===== config.mk =====
export PLATFORM = sky130hd
export DESIGN_NAME = mem_arbiter
export DESIGN_NICKNAME = d
export VERILOG_FILES = /design/src/rtl/mem_arbiter.sv
export SDC_FILE = /design/constraint.sdc
export NUM_CORES = 1
export LEC_CHECK = 0
export CAP_MARGIN = 10
export CORE_MARGIN = 1.5
export CORE_UTILIZATION = 40
export DETAILED_ROUTE_END_ITERATION = 8
export GPL_TIMING_DRIVEN = 0
export PLACE_DENSITY = 0.86
export SYNTH_ARGS = -nofsm -noshare
export SYNTH_HDL_FRONTEND = slang
export SYNTH_SLANG_ARGS = --single-unit

===== constraint.sdc =====
create_clock -name clock -period 2.01 [get_ports clock]
set_input_delay 0.201 -clock clock [delete_from_list [all_inputs] [get_ports clock]]
set_output_delay 0.201 -clock clock [all_outputs]
set_load 0.01 [all_outputs]

===== src/rtl/mem_arbiter.sv =====
// mem_arbiter: shares one single-ported synchronous SRAM between the
// instruction-fetch (IM) and data-access (DM) requesters. It serves one request
// at a time and holds the memory controls for WAIT_CYCLES+1 cycles. In the
// following cycle it captures read data and pulses the owner's ack for one
// cycle.
//
// Build option:
//   MEM_ARB_RR_EN  When defined, ties are broken round-robin: the requester
//                  not granted last wins. When undefined, DM always wins a tie.
//
// Ports:
//   clock, reset         system clock; synchronous active-high reset
//   im_req/im_addr       fetch request (held until im_ack)
//   im_rdata/im_ack      fetch data (held between acks) / completion pulse
//   dm_req/dm_write      data request; 1 = store
//   dm_addr/dm_wdata     data address / store data
//   dm_rdata/dm_ack      load data (updated on load acks only) / completion pulse
//   busy                 high whenever the sequencer is not idle
//   mem_enable/read/write, mem_address, mem_in, mem_out   SRAM side
module mem_arbiter #(
  parameter int ADDR_W      = 12,
  parameter int DATA_W      = 32,
  parameter int WAIT_CYCLES = 1
) (
  input  logic              clock,
  input  logic              reset,
  input  logic              im_req,
  input  logic [ADDR_W-1:0] im_addr,
  output logic [DATA_W-1:0] im_rdata,
  output logic              im_ack,
  input  logic              dm_req,
  input  logic              dm_write,
  input  logic [ADDR_W-1:0] dm_addr,
  input  logic [DATA_W-1:0] dm_wdata,
  output logic [DATA_W-1:0] dm_rdata,
  output logic              dm_ack,
  output logic              busy,
  output logic              mem_enable,
  output logic              mem_read,
  output logic              mem_write,
  output logic [ADDR_W-1:0] mem_address,
  output logic [DATA_W-1:0] mem_in,
  input  logic [DATA_W-1:0] mem_out
);

  typedef enum logic [1:0] {IDLE, ACCESS, DONE} state_t;

  state_t            state;
  logic [3:0]        cnt;
  logic              own_dm;   // 1 = current access belongs to DM
  logic              wr;       // latched store flag (always 0 for IM)
  logic [ADDR_W-1:0] addr_q;
  logic [DATA_W-1:0] wdata_q;
  logic              pick_dm;  // arbitration result for this cycle

`ifdef MEM_ARB_RR_EN
  logic last_dm;  // last grant went to DM; reset value makes IM win the first tie

  assign pick_dm = dm_req && (!im_req || !last_dm);

  always_ff @(posedge clock) begin
    if (reset)
      last_dm <= 1'b1;
    else if (state == IDLE && (im_req || dm_req))
      last_dm <= pick_dm;
  end
`else
  assign pick_dm = dm_req;
`endif

  // Latched values stay stable through every ACCESS cycle.
  assign mem_address = addr_q;
  assign mem_in      = wdata_q;

  always_ff @(posedge clock) begin
    if (reset) begin
      state      <= IDLE;
      cnt        <= '0;
      own_dm     <= 1'b0;
      wr         <= 1'b0;
      addr_q     <= '0;
      wdata_q    <= '0;
      busy       <= 1'b0;
      mem_enable <= 1'b0;
      mem_read   <= 1'b0;
      mem_write  <= 1'b0;
      im_ack     <= 1'b0;
      dm_ack     <= 1'b0;
      im_rdata   <= '0;
      dm_rdata   <= '0;
    end else begin
      im_ack <= 1'b0;
      dm_ack <= 1'b0;
      case (state)
        IDLE: begin
          if (im_req || dm_req) begin
            own_dm     <= pick_dm;
            wr         <= pick_dm && dm_write;
            addr_q     <= pick_dm ? dm_addr : im_addr;
            wdata_q    <= pick_dm ? dm_wdata : '0;
            cnt        <= 4'(WAIT_CYCLES);
            busy       <= 1'b1;
            mem_enable <= 1'b1;
            mem_read   <= !(pick_dm && dm_write);
            mem_write  <= pick_dm && dm_write;
            state      <= ACCESS;
          end
        end
        ACCESS: begin
          if (cnt == 4'd0) begin
            // mem_out is valid at the end of the last ACCESS cycle.
            mem_enable <= 1'b0;
            mem_read   <= 1'b0;
            mem_write  <= 1'b0;
            if (!wr) begin
              if (own_dm) dm_rdata <= mem_out;
              else        im_rdata <= mem_out;
            end
            if (own_dm) dm_ack <= 1'b1;
            else        im_ack <= 1'b1;
            state <= DONE;
          end else begin
            cnt <= cnt - 4'd1;
          end
        end
        DONE: begin
          busy  <= 1'b0;
          state <= IDLE;
        end
        default: state <= IDLE;
      endcase
    end
  end

endmodule


After elaboration in Yosys (flattened, before gate mapping)
Cells that the tools add are included.
W data, S select, Z words.
{ "totals": {"reg_bits": 122, "input_bits": 93, "output_inout_bits": 114, "elab_cells": 57} }
{ "op_classes": {"addsub": 1, "eq_ne": 5, "muxes": 18, "bitwise": 4, "n_reduce_logical": 15} }
{ "op_table": {"columns": ["cell", "n"], "rows": [
  ["$mux W32", 1],
  ["$mux W12", 1],
  ["$mux W4", 2],
  ["$pmux W1 S2", 4],
  ["$pmux W4 S2", 1],
  ["$reduce_and A4 Y1", 2],
  ["$mux W1", 6],
  ["$ne A2 B2 Y1 const B", 3],
  ["$reduce_and A2 Y1", 3],
  ["$reduce_and A3 Y1", 2],
  ["$logic_not A4 Y1", 1],
  ["$mux W2", 2],
  ["$not A1 Y1", 4],
  ["$pmux W2 S2", 1],
  ["$reduce_bool A2 Y1", 2],
  ["$sub A4 B1 Y4 const B", 1],
  ["$reduce_or A3 Y1", 1],
  ["$eq A2 B1 Y1 const B", 1],
  ["$eq A2 B2 Y1 const B", 1],
  ["$logic_not A2 Y1", 1],
  ["$logic_and A1 B1 Y1", 1],
  ["$logic_not A1 Y1", 1],
  ["$logic_or A1 B1 Y1", 1]
]} }

Depth between registers and ports, before layout
{ "depth": {"word_depth": 4, "mapped_depth": 8, "depth_no_buf": 5} }

Worst setup path after synthesis
OpenSTA, ideal clock, no wires.
{ "synth_timing": {"path_type": "reg-to-reg", "start": "reg cnt[0]", "end": "reg im_rdata[10]", "setup_time_ps": 120, "t_arrival_ps": 1604, "required_time_ps": 1890, "path_slack_ps": 286, "path_stages_with_launch": 9, "path_buffers": 3, "synth_period_minus_slack_ps": 1724, "cell_sequence": "dfxtp_1 > inv_1 > ha_1 > nand4bb_1 > buf_2 > or4_4 > buf_6 > buf_6 > mux2i_1"} }
{ "synth_via": {"elab_chain_len": 2} }
{ "synth_rtl": {"columns": ["item", "line", "rtl"], "rows": [
  ["from (decl)", "49", "logic [3:0] cnt;"],
  ["from (signal assigned)", "101", "cnt <= 4'(WAIT_CYCLES);"],
  ["from (signal assigned)", "123", "cnt <= cnt - 4'd1;"],
  ["$logic_not A4 Y1", "110", "if (cnt == 4'd0) begin"],
  ["$reduce_and A4 Y1 (no line)", null, null],
  ["to (signal assigned)", "117", "else im_rdata <= mem_out;"],
  ["to (decl)", "29", "output logic [DATA_W-1:0] im_rdata,"]
]} }
No other way between the ends.
A chain may end at the register's enable or synchronous reset.

Worst setup path in the final report
Ends and elaborated chain as after synthesis.

==> report_table.html <==
<table>
<tr><th>Metric</th><th>Value</th></tr>
<tr><th colspan="2">Clock network</th></tr>
<tr><td>Insertion delay to the later sink of the worst-skew pair</td><td>0.40 ns</td></tr>
<tr><td>TritonCTS clock tree</td><td>built</td></tr>
<tr><td>Total number of H-tree levels</td><td>4</td></tr>
<tr><td>Clock sink total</td><td>122</td></tr>
<tr><td>Count of hold-fix buffers inserted at cts</td><td>0</td></tr>
<tr><td>Buffer cell driving the clock tree root</td><td>clkbuf_16</td></tr>
<tr><td>Inserted Clock Buffers</td><td>17</td></tr>
<tr><td>Clock-pin slew on the worst setup and hold paths</td><td>0.05 ns</td></tr>
<tr><td>Maximum clock path buffer count</td><td>2</td></tr>
<tr><th colspan="2">Worst setup path</th></tr>
<tr><td>Element type at the critical path end</td><td>flop</td></tr>
<tr><td>Critical path launch point</td><td>cnt[0]$_SDFFE_PP0P_</td></tr>
<tr><td>CP Data Arrival Time</td><td>2.17 ns</td></tr>
<tr><td>Worst Setup Start Kind</td><td>flop</td></tr>
<tr><td>Setup slack of the worst register-to-register path</td><td>0.13 ns</td></tr>
<tr><td>CP Max Fanout</td><td>10</td></tr>
<tr><td>Data required time at the worst endpoint</td><td>2.29 ns</td></tr>
<tr><td>Endpoint of the lowest-slack register-to-register path</td><td>im_rdata[10]$_SDFFE_PP0P_</td></tr>
<tr><td>Reg2reg path depth</td><td>8</td></tr>
<tr><td>Worst R2R Start</td><td>cnt[0]$_SDFFE_PP0P_</td></tr>
<tr><td>Type of the setup path with the least slack</td><td>reg -&gt; reg</td></tr>
<tr><td>Destination of the critical timing path</td><td>im_rdata[10]$_SDFFE_PP0P_</td></tr>
<tr><th colspan="2">Route</th></tr>
<tr><td>Remaining DRCs</td><td>0</td></tr>
<tr><td>Vias</td><td>4,491</td></tr>
<tr><td>WL per Instance</td><td>16.0 um</td></tr>
<tr><td>DRC marker count from the first detailed-route iteration</td><td>163</td></tr>
<tr><td>Via-per-instance ratio</td><td>5.03</td></tr>
<tr><td>Antenna viol nets, final</td><td>0</td></tr>
<tr><td>Wirelength, routed</td><td>14,300 um</td></tr>
<tr><td>First-pass DRT Iterations</td><td>4</td></tr>
<tr><th colspan="2">Synth</th></tr>
<tr><td>Post-synthesis sequential area ratio</td><td>0.496</td></tr>
<tr><td>Number of flops mapped to enable cells by yosys</td><td>0</td></tr>
<tr><td>Synthesized Nets</td><td>604</td></tr>
<tr><td>Number of standard cells after synthesis</td><td>510</td></tr>
<tr><td>Synth cell types</td><td>36</td></tr>
<tr><td>Cell accounting for the most synthesized area</td><td>dfxtp_1</td></tr>
<tr><td>Share of the synthesized area in the top cell type</td><td>0.496</td></tr>
<tr><td>Flip-flop cell with the highest count after synthesis</td><td>dfxtp_1</td></tr>
<tr><td>Average size of a mapped cell</td><td>9.65 um^2</td></tr>
<tr><td>Library cell with the highest instance count after synthesis</td><td>dfxtp_1</td></tr>
<tr><td>Flip-flop and latch count after synthesis</td><td>122</td></tr>
<tr><td>Mapped cell area</td><td>4920 um^2</td></tr>
<tr><td>Share of flip-flops with an asynchronous set or reset</td><td>0</td></tr>
<tr><td>Most area-consuming cells after synthesis</td><td>dfxtp_1, mux2i_1, nand2b_1, a21oi_1, o21ai_0</td></tr>
<tr><td>Top cells by count, synth</td><td>dfxtp_1, nand2b_1, mux2i_1, a21oi_1, nand2_1</td></tr>
<tr><td>Synthesis warning total</td><td>0</td></tr>
<tr><th colspan="2">Power</th></tr>
<tr><td>Fraction of power consumed by combinational cells</td><td>0.187</td></tr>
<tr><td>Share of total power in sequential cells</td><td>0.407</td></tr>
<tr><td>Net switching component of the power</td><td>1660 uW</td></tr>
<tr><td>Clock power share</td><td>0.406</td></tr>
<tr><td>Int Power</td><td>4970 uW</td></tr>
<tr><td>Total leakage power</td><td>0.00298 uW</td></tr>
<tr><td>Power density over the cells</td><td>860 nW/um^2</td></tr>
<tr><td>Fraction of power spent switching nets</td><td>0.250</td></tr>
<tr><td>Worst voltage drop across the vdd grid</td><td>0.587 mV</td></tr>
<tr><th colspan="2">Timing</th></tr>
<tr><td>RSZ-0062 raised after global routing</td><td>false</td></tr>
<tr><td>Period Utilization, post-route</td><td>0.936</td></tr>
<tr><td>Pins over their slew limit</td><td>0</td></tr>
<tr><td>Max frequency</td><td>0.532 GHz</td></tr>
<tr><td>Final Worst Setup Slack</td><td>0.129 ns</td></tr>
<tr><td>Transition at the pin with the smallest max-transition slack</td><td>0.530 ns</td></tr>
<tr><td>Number of setup violations in the final report</td><td>0</td></tr>
<tr><td>Worst-case clock skew</td><td>0.00412 ns</td></tr>
<tr><td>Total count of hold-check failures in the final report</td><td>0</td></tr>
<tr><td>Accumulated negative setup slack</td><td>0 ns</td></tr>
<tr><td>Tmin final</td><td>1.88 ns</td></tr>
<tr><td>Normalized max-slew margin</td><td>0.647</td></tr>
<tr><th colspan="2">Final layout</th></tr>
<tr><td>Finished Cell Area</td><td>7700 um^2</td></tr>
<tr><td>Synth-to-Final Area Change</td><td>56.6%</td></tr>
<tr><td>Number of nets in the final layout</td><td>831</td></tr>
<tr><td>Filler-free cell count of the finished design</td><td>893</td></tr>
<tr><td>Antenna cell count</td><td>0</td></tr>
<tr><td>Share of post-route cells with drive strength above 1</td><td>0.0643</td></tr>
<tr><th colspan="2">GRT</th></tr>
<tr><td>Grt ovf</td><td>0</td></tr>
<tr><td>Global-route total usage across every layer</td><td>0.225</td></tr>
<tr><td>Initial antenna violation count</td><td>0</td></tr>
<tr><td>Largest net degree at the start of global routing</td><td>17</td></tr>
<tr><td>Global-route wire length before repair</td><td>22,800 um</td></tr>
<tr><td>Vias in the first global route</td><td>4,750</td></tr>
<tr><th colspan="2">Place</th></tr>
<tr><td>Detail Placement HPWL</td><td>10,600 um</td></tr>
<tr><td>Pre-CTS setup slack</td><td>-0.145 ns</td></tr>
<tr><td>RePlAce Congestion</td><td>0.811</td></tr>
<tr><td>Placed Instances</td><td>861</td></tr>
<tr><td>Total of buffers placed on input and output ports</td><td>204</td></tr>
<tr><td>Area after detailed placement</td><td>7150 um^2</td></tr>
<tr><th colspan="2">Floorplanning</th></tr>
<tr><td>Vertical die dimension</td><td>114 um</td></tr>
<tr><td>Initial Utilization</td><td>0.410</td></tr>
<tr><td>I/O pin count</td><td>207</td></tr>
<tr><td>Die ar.</td><td>13,000 um^2</td></tr>
<tr><td>Width of the die</td><td>114 um</td></tr>
<tr><td>Core footprint</td><td>12,000 um^2</td></tr>
<tr><td>Number of rows created at floorplan</td><td>40</td></tr>
<tr><th colspan="2">Run status</th></tr>
<tr><td>Status</td><td>complete, no violations</td></tr>
<tr><th colspan="2">Job</th></tr>
<tr><td>Count of max-cap constraint violations</td><td>0</td></tr>
<tr><th colspan="2">Worst hold path</th></tr>
<tr><td>Tightest Hold Check Type</td><td>in -&gt; reg</td></tr>
</table>
-- metrics by stage --
stage	total power, uW	hold slack (ns)	util
final	6630	0.333	0.641
after global placement	3920	0.454	0.595
after floorplan	3310	0.313	-
after detailed placement	3960	0.461	0.595
after CTS	6660	0.313	0.639
after global routing	6900	0.347	0.641
-- what timing repair did --
action,CTS,global route
pin swaps,0,0
endpoints found under the setup margin,4,11
setup buffers,0,4
cloned,0,0
resized for setup,1,3
-- sequential cells by signal (all words and copies together), names as in the netlist --
| register | count |
|---|---|
| dm_ack | 1 |
| im_rdata | 32 |
| mem_read | 1 |
| own_dm | 1 |
| mem_address | 12 |
| mem_enable | 1 |
| cnt | 4 |
| state | 2 |
| busy | 1 |
| mem_write | 1 |
| wr | 1 |
| mem_in | 32 |
| im_ack | 1 |
| dm_rdata | 32 |
-- critical path: stages (launching register included) --
cell       delay, ns
dfxtp_1         0.32
inv_1           0.08
ha_2            0.21
nand4bb_1       0.10
buf_2           0.18
or4_4           0.42
buf_6           0.16
buf_6           0.16
mux2i_1         0.13
-- final cells by class --
| class | count | area [um^2] |
|---|---|---|
| Buffer | 42 | 188 |
| Clock buffer | 25 | 505 |
| Clock inverter | 3 | 15.0 |
| Fill cell | 995 | 4310 |
| Inverter | 4 | 15.0 |
| Multi-Input combinational cell | 342 | 2280 |
| Sequential cell | 122 | 2440 |
| Tap cell | 147 | 184 |
| Timing Repair Buffer | 208 | 2070 |
-- power by group through the flow --
stage          clock [uW]  combinational, uW  sequential, uW
2_1_floorplan           0                503            2800
3_3_place_gp            0               1190            2730
3_5_place_dp            0               1220            2740
4_1_cts              2730               1230            2700
5_1_grt              2850               1340            2720
6_report             2690               1240            2700
-- kinds of logic (layout without fill, tap and decap cells) --
logic type	after synthesis	in the layout	share of synthesized area
and+or+nand+nor	156	156	0.182
muxes	77	77	0.157
buffers and inverters	46	282	0.0407
adders and majority gates	1	1	0.00254
DFF	122	122	0.496
AOI/OAI and AO/OA	108	108	0.121
-- worst min path at each step --
stage                        startpoint                           to  slack (ns)  cells after the start
3_3_place_gp     mem_in[2]$_SDFFE_PP0P_       mem_in[2]$_SDFFE_PP0P_        0.45                      2
5_1_grt                    dm_wdata[30]      mem_in[30]$_SDFFE_PP0P_        0.35                      3
4_1_cts                          dm_req  mem_address[1]$_SDFFE_PP0P_        0.31                      3
2_1_floorplan                  dm_write        mem_read$_SDFFE_PP0P_        0.31                      1
6_report                         dm_req  mem_address[1]$_SDFFE_PP0P_        0.33                      3
3_5_place_dp   dm_rdata[2]$_SDFFE_PP0P_     dm_rdata[2]$_SDFFE_PP0P_        0.46                      2
-- placed cells by master (no fill, tap or decap), types with 4 or more instances in the layout --
| cell | count |
|---|---|
| clkbuf_1 | 33 |
| clkdlybuf4s50_1 | 204 |
| a21oi_1 | 52 |
| mux2i_1 | 76 |
| clkbuf_16 | 17 |
| a211oi_1 | 12 |
| dfxtp_1 | 122 |
| inv_1 | 4 |
| clkbuf_8 | 5 |
| buf_4 | 6 |
| buf_2 | 6 |
| nand2_1 | 37 |
| o21ai_0 | 37 |
| nand2b_1 | 97 |
-- routing by layer --
metal / vias to the layer above / global-route usage / part of all wire
met4: 0 / 0.0642 / 0.0077
met3: 8 / 0.0893 / 0.082
met5: - / 0 / 0
met2: 161 / 0.411 / 0.52
met1: 2134 / 0.238 / 0.39
li1: 2188 / - / -
Power figures use the tool's default switching activity.
